===== src/rtl/quiz_judge_timer_pkg.sv =====
// Shared types and constants for the quiz judge timer: FSM encoding,
// player numbering range and score field width.
package quiz_judge_timer_pkg;

   typedef enum logic [1:0] {
      StIdle    = 2'd0,
      StCount   = 2'd1,
      StTimeout = 2'd2,
      StDone    = 2'd3
   } state_e;

   localparam int unsigned PLAYER_MIN  = 1;
   localparam int unsigned PLAYER_MAX  = 4;
   localparam int unsigned NUM_PLAYERS = PLAYER_MAX - PLAYER_MIN + 1;
   localparam int unsigned SCORE_W     = 4;

   function automatic logic player_valid(input logic [3:0] num);
      return (num >= 4'(PLAYER_MIN)) && (num <= 4'(PLAYER_MAX));
   endfunction

endpackage


===== src/rtl/quiz_judge_timer_sec_tick_gen.sv =====
// One-second tick generator: counts 0..CLK_FREQ-1 while enabled and pulses
// tick_o for one cycle on the wrapping cycle. clr_i holds the count at zero.
module quiz_judge_timer_sec_tick_gen #(
   parameter int unsigned CLK_FREQ = 50_000_000
) (
   input  logic clk_i,
   input  logic rst_i,
   input  logic clr_i,
   input  logic en_i,
   output logic tick_o
);

   localparam int unsigned CntW = (CLK_FREQ > 1) ? $clog2(CLK_FREQ) : 1;
   localparam logic [CntW-1:0] CntLast = CntW'(CLK_FREQ - 1);

   logic [CntW-1:0] cnt_d, cnt_q;
   logic            wrap;

   always_comb begin
      wrap  = en_i && (cnt_q == CntLast);
      cnt_d = cnt_q;
      if (clr_i || wrap) begin
         cnt_d = '0;
      end else if (en_i) begin
         cnt_d = cnt_q + CntW'(1);
      end
   end

   always_ff @(posedge clk_i) begin
      if (rst_i) begin
         cnt_q <= '0;
      end else begin
         cnt_q <= cnt_d;
      end
   end

   assign tick_o = wrap & ~clr_i;

endmodule


===== src/rtl/quiz_judge_timer.sv =====
// Answer countdown, judge-key handling and saturating score file that sit
// behind the quiz-buzzer selector. All outputs are decoded from flops.
module quiz_judge_timer
   import quiz_judge_timer_pkg::*;
#(
   parameter int unsigned CLK_FREQ   = 50_000_000,
   parameter int unsigned ANSWER_SEC = 10,
   parameter int unsigned ALARM_CYC  = 25_000_000,
   parameter int unsigned SCORE_MAX  = 15
) (
   input  logic        CLK,
   input  logic        RST,
   input  logic        Timer_Start,
   input  logic [3:0]  Player_Number,
   input  logic        Judge_Right,
   input  logic        Judge_Wrong,
   input  logic        Score_Clr,
   output logic [3:0]  Seconds_Left,
   output logic [3:0]  Active_Player,
   output logic [15:0] Score_Bus,
   output logic        Time_Up,
   output logic        Alarm,
   output logic        Round_Done
);

   localparam int unsigned AlW = (ALARM_CYC > 1) ? $clog2(ALARM_CYC) : 1;
   localparam logic [AlW-1:0]     AlLast   = AlW'(ALARM_CYC - 1);
   localparam logic [3:0]         SecsInit = 4'(ANSWER_SEC);
   localparam logic [SCORE_W-1:0] ScoreMax = SCORE_W'(SCORE_MAX);

   state_e                                state_d, state_q;
   logic [3:0]                            secs_d, secs_q;
   logic [3:0]                            player_d, player_q;
   logic [NUM_PLAYERS-1:0][SCORE_W-1:0]   score_d, score_q;
   logic [AlW-1:0]                        alarm_cnt_d, alarm_cnt_q;
   logic                                  ts_q, jr_q, jw_q;

   logic       start_rise, right_evt, wrong_evt, judge_one, tick;
   logic [1:0] idx;

   quiz_judge_timer_sec_tick_gen #(
      .CLK_FREQ (CLK_FREQ)
   ) u_sec_tick_gen (
      .clk_i  (CLK),
      .rst_i  (RST),
      .clr_i  (state_q != StCount),
      .en_i   (state_q == StCount),
      .tick_o (tick)
   );

   always_comb begin
      start_rise = Timer_Start & ~ts_q;
      right_evt  = ~Judge_Right & jr_q;
      wrong_evt  = ~Judge_Wrong & jw_q;
      // Simultaneous right and wrong cancel each other out.
      judge_one  = right_evt ^ wrong_evt;
      idx        = 2'(player_q - 4'(PLAYER_MIN));

      state_d     = state_q;
      secs_d      = secs_q;
      player_d    = player_q;
      score_d     = score_q;
      alarm_cnt_d = '0;

      unique case (state_q)
         StIdle: begin
            if (Score_Clr) begin
               score_d = '0;
            end
            if (start_rise && player_valid(Player_Number)) begin
               player_d = Player_Number;
               secs_d   = SecsInit;
               state_d  = StCount;
            end
         end
         StCount: begin
            if (!Timer_Start) begin
               state_d  = StIdle;
               secs_d   = '0;
               player_d = '0;
            end else if (judge_one) begin
               // Judge takes priority over a coincident final tick.
               if (right_evt) begin
                  if (score_q[idx] < ScoreMax) score_d[idx] = score_q[idx] + SCORE_W'(1);
               end else begin
                  if (score_q[idx] != '0) score_d[idx] = score_q[idx] - SCORE_W'(1);
               end
               state_d = StDone;
            end else if (tick) begin
               secs_d = secs_q - 4'd1;
               if (secs_q == 4'd1) state_d = StTimeout;
            end
         end
         StTimeout: begin
            if (!Timer_Start) begin
               state_d  = StIdle;
               secs_d   = '0;
               player_d = '0;
            end else if (alarm_cnt_q == AlLast) begin
               state_d = StDone;
            end else begin
               alarm_cnt_d = alarm_cnt_q + AlW'(1);
            end
         end
         StDone: begin
            if (!Timer_Start) begin
               state_d  = StIdle;
               secs_d   = '0;
               player_d = '0;
            end
         end
         default: state_d = StIdle;
      endcase
   end

   always_ff @(posedge CLK) begin
      if (RST) begin
         state_q     <= StIdle;
         secs_q      <= '0;
         player_q    <= '0;
         score_q     <= '0;
         alarm_cnt_q <= '0;
         ts_q        <= 1'b0;
         jr_q        <= 1'b0;
         jw_q        <= 1'b0;
      end else begin
         state_q     <= state_d;
         secs_q      <= secs_d;
         player_q    <= player_d;
         score_q     <= score_d;
         alarm_cnt_q <= alarm_cnt_d;
         ts_q        <= Timer_Start;
         jr_q        <= Judge_Right;
         jw_q        <= Judge_Wrong;
      end
   end

   assign Seconds_Left  = secs_q;
   assign Active_Player = player_q;
   assign Score_Bus     = score_q;
   assign Time_Up       = (state_q == StTimeout);
   assign Alarm         = (state_q == StTimeout);
   assign Round_Done    = (state_q == StDone);

endmodule

===== config.mk =====
export PLATFORM = sky130hd
export DESIGN_NAME = quiz_judge_timer
export DESIGN_NICKNAME = d
export VERILOG_FILES = /design/src/rtl/quiz_judge_timer_pkg.sv /design/src/rtl/quiz_judge_timer_sec_tick_gen.sv /design/src/rtl/quiz_judge_timer.sv
export SDC_FILE = /design/constraint.sdc
export NUM_CORES = 1
export LEC_CHECK = 0
export ABC_AREA = 1
export CAP_MARGIN = 20
export CORE_ASPECT_RATIO = 0.5
export CORE_MARGIN = 5
export CORE_UTILIZATION = 30
export DETAILED_ROUTE_END_ITERATION = 8
export PLACE_DENSITY = 0.49
export SYNTH_ARGS = -nofsm -noshare
export SYNTH_HDL_FRONTEND = slang
export SYNTH_SLANG_ARGS = --single-unit

===== constraint.sdc =====
create_clock -name CLK -period 2.4 [get_ports CLK]
set_clock_uncertainty 0.15 [all_clocks]
set_input_delay 0.36 -clock CLK [delete_from_list [all_inputs] [get_ports CLK]]
set_output_delay 0.36 -clock CLK [all_outputs]
set_load 0.05 [all_outputs]

==> results of run 1 <==
==> where the power goes <==
group          internal [uW]  leakage [uW]  switching, uW
sequential              1390      0.000648           62.5
clock                    699      0.000126            539
combinational            526       0.00122           1060
total                   2610       0.00200           1660
==> state kept, by name, indices dropped and copies added, names as in the netlist <==
| name | flops |
|---|---|
| Active_Player | 4 |
| Score_Bus | 16 |
| Seconds_Left | 4 |
| alarm_cnt_q | 25 |
| jr_q | 1 |
| jw_q | 1 |
| state_q | 2 |
| ts_q | 1 |
| u_sec_tick_gen.cnt_q | 26 |
==> through the flow <==
stage               utilization [%]  total power, uW
floorplan                         -             2460
global placement               35.6             2950
detailed placement             35.6             2940
CTS                            37.4             4220
global route                   38.1             4550
finish                         38.1             4270
==> worst paths after layout <==
| path | from | endpoint | depth (start not counted) |
|---|---|---|---|
| hold reg to reg | Active_Player[3] | Active_Player[3] | 2 |
| setup reg to reg | Active_Player[1] | Score_Bus[2] | 14 |
| setup / recovery | state_q[1] | Time_Up | 3 |
| hold / removal | Active_Player[3] | Active_Player[3] | 2 |
==> cells in the final DEF (no fill, tap or decap), types with 22 or more instances in the layout <==
| cell type | count |
|---|---|
| a21oi_1 | 44 |
| inv_1 | 71 |
| nand2_1 | 174 |
| nor2_1 | 82 |
| dfxtp_1 | 78 |
| nand4_1 | 23 |
| clkdlybuf4s50_1 | 35 |
| xor2_1 | 22 |
| buf_4 | 22 |
| nand3_1 | 41 |
==> worst min-delay path, cell delays in order (launching register included) <==
cell     delay (ns)
dfxtp_1        0.31
nand2_1        0.06
nor2_1         0.03
==> layout make-up <==
cell class,instances,area share [%]
Clock buffer,11,4.21
Tap cell,198,4.48
Clock inverter,5,0.611
Sequential cell,80,29.1
Inverter,81,5.59
Multi-Input combinational cell,486,45.9
Timing Repair Buffer,60,10.1
==> metal layers <==
layer	track usage (%)	wire, um	vias up
met5	0	0	-
met2	22.6	5330	48
li1	-	-	2229
met1	16.4	5570	1897
met3	3.62	329	11
met4	3.18	110	0
==> cell families after synthesis <==
family,Yosys count
and+or+nand+nor,387
adders and majority gates,11
AOI/OAI and AO/OA,60
xor gates and xnor gates,27
DFF,80
buffers and inverters,95
==> timing repair <==
item                       CTS  global route
pin swaps                    0             8
cloned                       0             1
setup endpoints to repair    2            18
setup buffers                0             4
gates resized for setup      1            15
==> summary.txt, run 1 <==
Placed design
  – Placed Cells incl. Taps: 900
  – Pre-CTS WS: between 0.006 and 0.007 ns
  – Cell Area, Placed: 0.00516 sq mm
  – Final GP Congestion: 0.854
  – Buffers on Ports: 36
  – Post-DP HPWL: 8.49 mm

Yosys
  – Post-synthesis compound-gate area fraction: 7.08%
  – Primary FF master, synth: dfxtp_1
  – Cells after Synth: 660
  – Post-synth EDFFs: 0
  – Sequential share of the synthesized area: 36.0%
  – Main combinational cell family by area after synthesis: simple AND/OR/NAND/NOR gates
  – Simple-gate portion of the synthesized area: 39.9%
  – Syn. warnings: 0
  – Mean Syn Cell Area: ~6.7 sq um
  – Unique masters post-synth: 42
  – Yosys reg bits: 80
  – Top-count cell post-synth: nand2_1
  – Post-synthesis xor/xnor area fraction: ~5.3%
  – Synth top area share: 36.0%
  – Post-synthesis adder-cell area fraction: 3.09%
  – Area leader, netlist: dfxtp_1
  – Synth cell count leaders: nand2_1, nor2_1, dfxtp_1
  – Mux contribution to synthesized area: 0%
  – Asr flop ratio synth: 0%
  – Mapped Nets: 681
  – Largest cells by area after synthesis: dfxtp_1, nand2_1, nor2_1
  – Synth Cell Area: approximately 0.0045 sq mm

Status
  – Status: finished, final reports clean

Routing
  – Avg WL per Cell: 12.3 um
  – DRC: 0
  – Initial DRC count: 205
  – Final ANT Viol Nets: 0
  – DR pass1 iterations: 5
  – Vias per inst: ~4.5
  – Post-Route WL: 11.3 mm
  – DR vias: 4,185

Worst setup path
  – CP cell instances: inv_2, nor2_1, clkdlybuf4s50_1
  – Reg2reg setup slack: roughly 0.13 ns
  – Crit-path max cell delay: 0.83 ns
  – Data arrival time of the critical path: 1.78 ns
  – Worst setup path class: flip-flop to output port
  – Worst Path Buf+Inv: 2
  – WP data required: between 1.5 and 2 ns
  – Crit Path Max Fanout: 5
  – Critical path's slowest cell: clkdlybuf4s50_1
  – CP top delay family: buffers and inverters
  – Critical Path Sink Type: output port
  – CP startpoint kind: flip-flop

Global route
  – All-Layer GR Usage: 13.1%
  – Pin count of the biggest net entering global routing: 27
  – Global-route wire length before repair: about 19 mm
  – Initial antenna violation count: 0
  – GRT overflow: 0
  – Number of global-route vias before repair: 3,920

Floorplan
  – Die Span Y: 96.1 um
  – Die W: 182 um
  – Initial core utilization: between 30% and 40%
  – Core Box Area: 0.0145 sq mm
  – Row cnt: 31
  – Die area: 0.0175 sq mm
  – Num ports: 37

CTS
  – Worst-case clock buffer depth: 2
  – Max H-tree Level: 3
  – Worst-path clk slew: 0.06 ns
  – Clk sink count: 80
  – CTS tree: built
  – CTS Buf Count: 9
  – Root Buffer: clkbuf_16
  – Worst-skew pair later-pin latency: ~0.33 ns
  – Hold buffer count at CTS: 0

Finish
  – Layout cell share with drive strength beyond 1: 12.6%
  – Layout Cell Area excl Fill: between 0.005 and 0.006 sq mm
  – FILL cells: approximately 1,600
  – Area occupied by multi-input gates: about 0.0025 sq mm
  – Area delta synth->final: 24.2%
  – Nets@finish: around 740
  – Final non-filler cell total: between 900 and 1,000
  – Storage element area: 0.00161 sq mm
  – Antenna cell count: 0

STA
  – Final setup fails: 0
  – Hold_ws: between 0.2 and 0.3 ns
  – Setup_tns: 0 ns
  – Final worst-path cycle share: 95.6%
  – Fin. max-slew vios: 0
  – Post-route minimum period: 2.29 ns
  – Hold Fails Final Rpt: 0
  – Rel. slew slack: 60.7%
  – Final worst slack: 0.105 ns
  – Worst Max-Slew Pin Slew: 0.583 ns
  – FMAX: 436 MHz

Power
  – Peak VDD IR: about 0.37 mV
  – Lkg Pwr: ~0.002 uW
  – P per Cell Area: 773 mW/mm^2

Min path
  – Worst hold path class: flip-flop to flip-flop

Flow run
  – Max-cap violation count: 0
Power figures use the tool's default switching activity.
==> inputs of run 2 (changes only) <==
--- a/config.mk
+++ b/config.mk
@@ -5,13 +5,12 @@
 export SDC_FILE = /design/constraint.sdc
 export NUM_CORES = 1
 export LEC_CHECK = 0
-export ABC_AREA = 1
 export CAP_MARGIN = 20
 export CORE_ASPECT_RATIO = 0.5
 export CORE_MARGIN = 5
-export CORE_UTILIZATION = 30
+export CORE_UTILIZATION = 52
 export DETAILED_ROUTE_END_ITERATION = 8
-export PLACE_DENSITY = 0.49
+export PLACE_DENSITY = 0.77
 export SYNTH_ARGS = -nofsm -noshare
 export SYNTH_HDL_FRONTEND = slang
 export SYNTH_SLANG_ARGS = --single-unit
==> summary.txt, run 2 <==
STA
  – Fin. max-slew vios: 0 (unchanged)
  – RSZ-0062 raised after global routing: yes
  – Post-route minimum period: 2.53 ns (was 2.29 ns)
  – Final worst slack: -0.126 ns (was 0.105 ns)
  – Final worst-path cycle share: 105% (was 95.6%)
  – Rel. slew slack: 61.1% (was 60.7%)
  – Hold Fails Final Rpt: 0 (unchanged)
  – Final setup fails: 16 (was 0)
  – FMAX: 396 MHz (was 436 MHz)
  – Setup_tns: -1.10 ns (was 0 ns)
  – Worst Max-Slew Pin Slew: 0.578 ns (was 0.583 ns)
  – Hold_ws: 0.299 ns (was 0.291 ns)

Worst setup path
  – Crit Path Max Fanout: 8 (was 5)
  – WP data required: 2.47 ns (was 1.89 ns)
  – CP startpoint kind: flip-flop (unchanged)
  – Worst setup path class: flip-flop to flip-flop (was flip-flop to output port)
  – Crit-path max cell delay: 0.40 ns (was 0.83 ns)
  – Critical path's slowest cell: a211o_4 (was clkdlybuf4s50_1)
  – Data arrival time of the critical path: 2.60 ns (was 1.78 ns)
  – Critical Path Sink Type: flip-flop (was output port)
  – CP cell instances: inv_6, ha_4, buf_4, mux2_4, a22o_1, a211o_4, a2bb2oi_4, o21ai_1, a21oi_2 (was inv_2, nor2_1, clkdlybuf4s50_1)

Yosys
  – Syn. warnings: 0 (unchanged)
  – Synth cell count leaders: dfxtp_1, nor2_1, nand2_1 (was nand2_1, nor2_1, dfxtp_1)
  – Asr flop ratio synth: 0% (unchanged)
  – Post-synth EDFFs: 0 (unchanged)
  – Main combinational cell family by area after synthesis: simple AND/OR/NAND/NOR gates (unchanged)
  – Sequential share of the synthesized area: 41.0% (was 36.0%)
  – Post-synthesis adder-cell area fraction: 3.52% (was 3.09%)
  – Post-synthesis compound-gate area fraction: 9.32% (was 7.08%)
  – Simple-gate portion of the synthesized area: 26.9% (was 39.9%)
  – Top-count cell post-synth: dfxtp_1 (was nand2_1)
  – Unique masters post-synth: 52 (was 42)
  – Largest cells by area after synthesis: dfxtp_1, nor2_1, xor2_1 (was dfxtp_1, nand2_1, nor2_1)
  – Area leader, netlist: dfxtp_1 (unchanged)
  – Primary FF master, synth: dfxtp_1 (unchanged)
  – Post-synthesis xor/xnor area fraction: 11.4% (was 5.31%)
  – Mux contribution to synthesized area: 3.81% (was 0%)
  – Synth Cell Area: 0.00390 sq mm (was 0.00445 sq mm)
  – Mean Syn Cell Area: 8.66 sq um (was 6.75 sq um)
  – Yosys reg bits: 80 (unchanged)
  – Mapped Nets: 472 (was 681)
  – Cells after Synth: 451 (was 660)
  – Synth top area share: 41.0% (was 36.0%)

Global route
  – All-Layer GR Usage: 18.9% (was 13.1%)
  – Global-route wire length before repair: 14.5 mm (was 18.6 mm)
  – Pin count of the biggest net entering global routing: 26 (was 27)
  – GRT overflow: 0 (unchanged)
  – Initial antenna violation count: 0 (unchanged)
  – Number of global-route vias before repair: 3,120 (was 3,920)

Routing
  – Final ANT Viol Nets: 0 (unchanged)
  – DR vias: 3,284 (was 4,185)
  – Vias per inst: 5.33 (was 4.54)
  – Initial DRC count: 150 (was 205)
  – Post-Route WL: 8.73 mm (was 11.3 mm)
  – DRC: 0 (unchanged)
  – Avg WL per Cell: 14.2 um (was 12.3 um)
  – DR pass1 iterations: 4 (was 5)

CTS
  – Worst-path clk slew: 0.06 ns (about the same)
  – Worst-case clock buffer depth: 2 (unchanged)
  – Clk sink count: 80 (unchanged)
  – Max H-tree Level: 3 (unchanged)
  – CTS Buf Count: 9 (unchanged)
  – Root Buffer: clkbuf_16 (unchanged)
  – CTS tree: built (unchanged)
  – Worst-skew pair later-pin latency: 0.34 ns (was 0.33 ns)

Finish
  – Antenna cell count: 0 (unchanged)
  – Util after Layout: 67.8% (was 38.1%)
  – Area delta synth->final: 27.2% (was 24.2%)
  – Largest register FFs: 26 (unchanged)
  – Most common cell after layout, fill and taps aside: dfxtp_1 (was nand2_1)
  – Nets@finish: 536 (was 739)
  – Layout cell share with drive strength beyond 1: 17.1% (was 12.6%)
  – Biggest register: u_sec_tick_gen.cnt_q (unchanged)
  – Most frequent cells in the layout: dfxtp_1, nor2_1, clkdlybuf4s50_1, buf_4, nand2_1 (was nand2_1, nor2_1, dfxtp_1, inv_1, a21oi_1)
  – Layout Cell Area excl Fill: 0.00497 sq mm (was 0.00553 sq mm)

Power
  – Net load switching power: 684 uW (was 1660 uW)
  – Peak VDD IR: 0.413 mV (was 0.375 mV)
  – Logic pwr share: 7.0% (was 37.1%)
  – P per Cell Area: 587 mW/mm^2 (was 773 mW/mm^2)
  – Reg power frac: 46.2% (was 33.9%)
  – Clk pwr share: 46.8% (was 29.0%)
  – Lkg Pwr: 0.00166 uW (was 0.00200 uW)
  – Sw Share: 23.5% (was 38.9%)
  – Internal Power: 2230 uW (was 2610 uW)

Flow run
  – Max-cap violation count: 0 (unchanged)

Floorplan
  – Row cnt: 22 (was 31)
  – Die area: 0.00945 sq mm (was 0.0175 sq mm)
  – Num ports: 37 (unchanged)
  – Initial core utilization: 53.3% (was 30.7%)
  – Core Box Area: 0.00732 sq mm (was 0.0145 sq mm)
  – Die Span Y: 71.3 um (was 96.1 um)
  – Die W: 133 um (was 182 um)

Placed design
  – Final GP Congestion: 0.892 (was 0.854)
  – Buffers on Ports: 36 (unchanged)
  – Cell Area, Placed: 0.00456 sq mm (was 0.00516 sq mm)
  – Post-DP HPWL: 6.14 mm (was 8.49 mm)

Status
  – Violated checks: negative setup slack
  – Status: complete, but fails checks (was finished, final reports clean)

Min path
  – Worst hold path class: flip-flop to flip-flop (unchanged)
[run 2: final cells by class]
type                       instances  area (sq um)
multi-input combinational        338          2260
tap                               96           120
clock inverter                     7          70.1
sequential                        80          1610
clock buffer                       9           225
timing repair buffer              70           618
inverter                          16          65.1
fill                             580          2360
[run 2: critical path, delay by kind of cell (launching register included)]
family | cells | cell delay [ns]
compound gates | 5 | 1.12
fa+ha+maj | 1 | 0.27
buf+inv | 2 | 0.16
flops | 1 | 0.39
mux | 1 | 0.31
[run 2: power groups by stage]
stage | sequential, uW | clock, uW | combinational (uW)
final | 1350 | 1360 | 205
after global routing | 1350 | 1460 | 218
after CTS | 1350 | 1390 | 202
after detailed placement | 1380 | 0 | 190
after global placement | 1380 | 0 | 188
after floorplan | 1400 | 0 | 95.2
[run 2: what timing repair did]
item / in CTS / in global routing
gates cloned: 1 / 0
setup endpoints to repair: 16 / 16
resized for setup: 10 / 9
pin swaps: 20 / 10
hold buffers: 0 / 0
setup buffers: 3 / 0
[run 2: kinds of logic after synthesis]
family          count (synthesis)
simple gates                  207
flops                          80
compound gates                 58
xor+xnor                       51
buf+inv                        34
fa+ha+maj                      11
mux                            10
[run 2: metrics by stage]
| step | total power [uW] | setup WS [ns] | instances |
|---|---|---|---|
| 5_1_grt | 3030 | -0.248 | 616 |
| 4_1_cts | 2940 | -0.130 | 616 |
| 3_3_place_gp | 1570 | -0.0849 | 596 |
| 2_1_floorplan | 1490 | -0.423 | 451 |
| 3_5_place_dp | 1570 | -0.154 | 596 |
| 6_report | 2920 | -0.126 | 616 |
[run 2: routing by layer]
metal	share of wire (%)	vias up	routed length, um	track usage, %
met5	0	-	0	0
met4	1.1	0	92	6.45
met3	4.4	9	383	5.68
met2	49	72	4260	32.5
met1	46	1526	3990	22.8
li1	-	1677	-	-
[run 2: final timing paths]
path         slack (ns)               startpoint  depth (start not counted)                       to
max reg2reg       -0.13         Active_Player[0]                          9            Score_Bus[10]
min                0.30  u_sec_tick_gen.cnt_q[0]                          1  u_sec_tick_gen.cnt_q[0]
max               -0.13         Active_Player[0]                          9            Score_Bus[10]
min reg2reg        0.30  u_sec_tick_gen.cnt_q[0]                          1  u_sec_tick_gen.cnt_q[0]
==> inputs of run 3 (changes only) <==
--- a/config.mk
+++ b/config.mk
@@ -10,7 +10,7 @@
 export CORE_MARGIN = 5
 export CORE_UTILIZATION = 52
 export DETAILED_ROUTE_END_ITERATION = 8
-export PLACE_DENSITY = 0.77
+export PLACE_DENSITY = 0.84
 export SYNTH_ARGS = -nofsm -noshare
 export SYNTH_HDL_FRONTEND = slang
 export SYNTH_SLANG_ARGS = --single-unit
==> summary.txt, run 3 (synthesis gave the netlist of run 2 again) <==
Status
  – Status: complete, but fails checks (unchanged)
  – Violated checks: negative setup slack (unchanged)

Finish
  – Final non-filler cell total: 613 (was 616)
  – Layout cell share with drive strength beyond 1: 16.4% (was 17.1%)
  – Nets@finish: 533 (was 536)
  – Layout Cell Area excl Fill: 0.00498 sq mm (was 0.00497 sq mm)
  – Area delta synth->final: 27.5% (was 27.2%)
  – Biggest register: u_sec_tick_gen.cnt_q (unchanged)
  – Antenna cell count: 0 (unchanged)
  – Most common cell after layout, fill and taps aside: dfxtp_1 (unchanged)
  – Most frequent cells in the layout: dfxtp_1, nor2_1, clkdlybuf4s50_1, buf_4, nand2_1 (unchanged)
  – Largest register FFs: 26 (unchanged)

Floorplan
  – Die Span Y: 71.3 um (unchanged)
  – Die W: 133 um (unchanged)
  – Num ports: 37 (unchanged)
  – Row cnt: 22 (unchanged)
  – Die area: 0.00945 sq mm (unchanged)
  – Core Box Area: 0.00732 sq mm (unchanged)
  – Initial core utilization: 53.3% (unchanged)

STA
  – Worst Max-Slew Pin Slew: 0.552 ns (was 0.578 ns)
  – Final worst slack: -0.292 ns (was -0.126 ns)
  – Post-route minimum period: 2.69 ns (was 2.53 ns)
  – Hold Fails Final Rpt: 0 (unchanged)
  – Fin. max-slew vios: 0 (unchanged)
  – RSZ-0062 raised after global routing: yes (unchanged)
  – Final setup fails: 16 (unchanged)
  – FMAX: 372 MHz (was 396 MHz)
  – Setup_tns: -3.45 ns (was -1.10 ns)
  – Final worst-path cycle share: 112% (was 105%)
  – Rel. slew slack: 62.9% (was 61.1%)

CTS
  – CTS Buf Count: 9 (unchanged)
  – Root Buffer: clkbuf_16 (unchanged)
  – Max H-tree Level: 3 (unchanged)
  – Worst-skew pair later-pin latency: 0.35 ns (was 0.34 ns)
  – Worst-case clock buffer depth: 2 (unchanged)
  – Hold buffer count at CTS: 0 (unchanged)
  – Worst-path clk slew: 0.06 ns (about the same)
  – Clk sink count: 80 (unchanged)
  – CTS tree: built (unchanged)

Routing
  – Final ANT Viol Nets: 0 (unchanged)
  – DR pass1 iterations: 5 (was 4)
  – Max Used Layer: met4 (unchanged)
  – WL met2: 4.59 mm (was 4.26 mm)
  – Vias per inst: 5.63 (was 5.33)
  – DRC: 0 (unchanged)
  – Post-Route M1 WL: 3.92 mm (was 3.99 mm)
  – Post-Route WL: 9.55 mm (was 8.73 mm)
  – Met3 wire length: 618 um (was 383 um)
  – DR vias: 3,451 (was 3,284)
  – Avg WL per Cell: 15.6 um (was 14.2 um)
  – Initial DRC count: 236 (was 150)

Worst setup path
  – Critical Path Sink Type: flip-flop (unchanged)
  – Reg2reg setup slack: -0.29 ns (was -0.13 ns)
  – CP startpoint kind: flip-flop (unchanged)
  – Data arrival time of the critical path: 2.81 ns (was 2.60 ns)
  – Worst setup path class: flip-flop to flip-flop (unchanged)
  – WP data required: 2.52 ns (was 2.47 ns)
  – Crit Path Max Fanout: 5 (was 8)

Power
  – Peak VDD IR: 0.387 mV (was 0.413 mV)
  – Sw Share: 23.4% (was 23.5%)
  – Post-layout power: 2950 uW (was 2920 uW)
  – Clk pwr share: 47.3% (was 46.8%)
  – Net load switching power: 690 uW (was 684 uW)
  – Logic pwr share: 7.1% (was 7.0%)
  – Lkg Pwr: 0.00169 uW (was 0.00166 uW)
  – P per Cell Area: 593 mW/mm^2 (was 587 mW/mm^2)
  – Internal Power: 2260 uW (was 2230 uW)
  – Reg power frac: 45.6% (was 46.2%)

Placed design
  – Cell Area, Placed: 0.00451 sq mm (was 0.00456 sq mm)
  – Final GP Congestion: 0.861 (was 0.892)
  – Pre-CTS WS: -0.157 ns (was -0.154 ns)
  – Buffers on Ports: 36 (unchanged)
  – Placed Cells incl. Taps: 590 (was 596)
  – Post-DP HPWL: 6.32 mm (was 6.14 mm)

Global route
  – Pin count of the biggest net entering global routing: 27 (was 26)
  – Global-route wire length before repair: 15.6 mm (was 14.5 mm)
  – GRT overflow: 0 (unchanged)
  – All-Layer GR Usage: 20.5% (was 18.9%)
  – Number of global-route vias before repair: 3,316 (was 3,120)
  – Initial antenna violation count: 0 (unchanged)

Min path
  – Worst hold path class: flip-flop to flip-flop (unchanged)

Flow run
  – Max-cap violation count: 0 (unchanged)
## run 3: cell types whose count changed in the layout (fill, tap and decap cells not counted), moves of 2 or more
cell / before / now
inv_1: 13 / 15
inv_6: 2 / 0
nor3_4: 0 / 2
clkinv_4: 0 / 4
clkinvlp_4: 2 / 0
o21ai_2: 4 / 6
nor3_2: 4 / 2
buf_6: 2 / 0
inv_2: 2 / 0
o21ai_1: 16 / 14
## run 3: stage by stage
stage,util [%],hold WS [ns]
6_report,68.0,0.304
5_1_grt,68.0,0.331
4_1_cts,66.9,0.311
3_5_place_dp,61.6,0.296
3_3_place_gp,61.6,0.282
2_1_floorplan,-,0.268
## run 3: power groups by stage
stage          Combinational (uW)  Sequential, uW  Clock [uW]
2_1_floorplan                95.2            1400           0
3_3_place_gp                  184            1380           0
3_5_place_dp                  187            1380           0
4_1_cts                       198            1350        1420
5_1_grt                       220            1350        1470
6_report                      209            1350        1400
## run 3: critical path, stage by stage (launching register included)
cell      delay [ns]
dfxtp_4         0.37
clkinv_4        0.06
ha_4            0.28
mux4_2          0.36
ha_4            0.22
nand2b_4        0.08
o22ai_4         0.07
a211o_4         0.42
nor3_4          0.32
nand2_1         0.12
a21oi_2         0.17
## run 3: final timing paths
path	start	end	cells after the start
hold / removal	u_sec_tick_gen.cnt_q[0]	u_sec_tick_gen.cnt_q[0]	1
setup reg to reg	Active_Player[0]	Score_Bus[0]	10
hold reg to reg	u_sec_tick_gen.cnt_q[0]	u_sec_tick_gen.cnt_q[0]	1
setup / recovery	Active_Player[0]	Score_Bus[0]	10
## run 3: timing repair
action,4_1_cts,5_1_grt
pin swaps,12,16
buffers inserted,4,2
gates resized for setup,8,14
gates cloned,1,0
endpoints found under the setup margin,16,17
## run 3: final cells by class
class,count,area [sq um]
Fill cell,541,2340
Multi-Input combinational cell,338,2290
Sequential cell,80,1610
Timing Repair Buffer,67,591
Clock buffer,10,239
Tap cell,96,120
Clock inverter,6,67.6
Inverter,16,65.1
## run 3: metal layers
metal  track usage (%)  up-vias
met3              5.96       46
met5                 0        -
met2              35.5      145
met4              11.1        0
li1                  -     1670
met1              23.3     1590
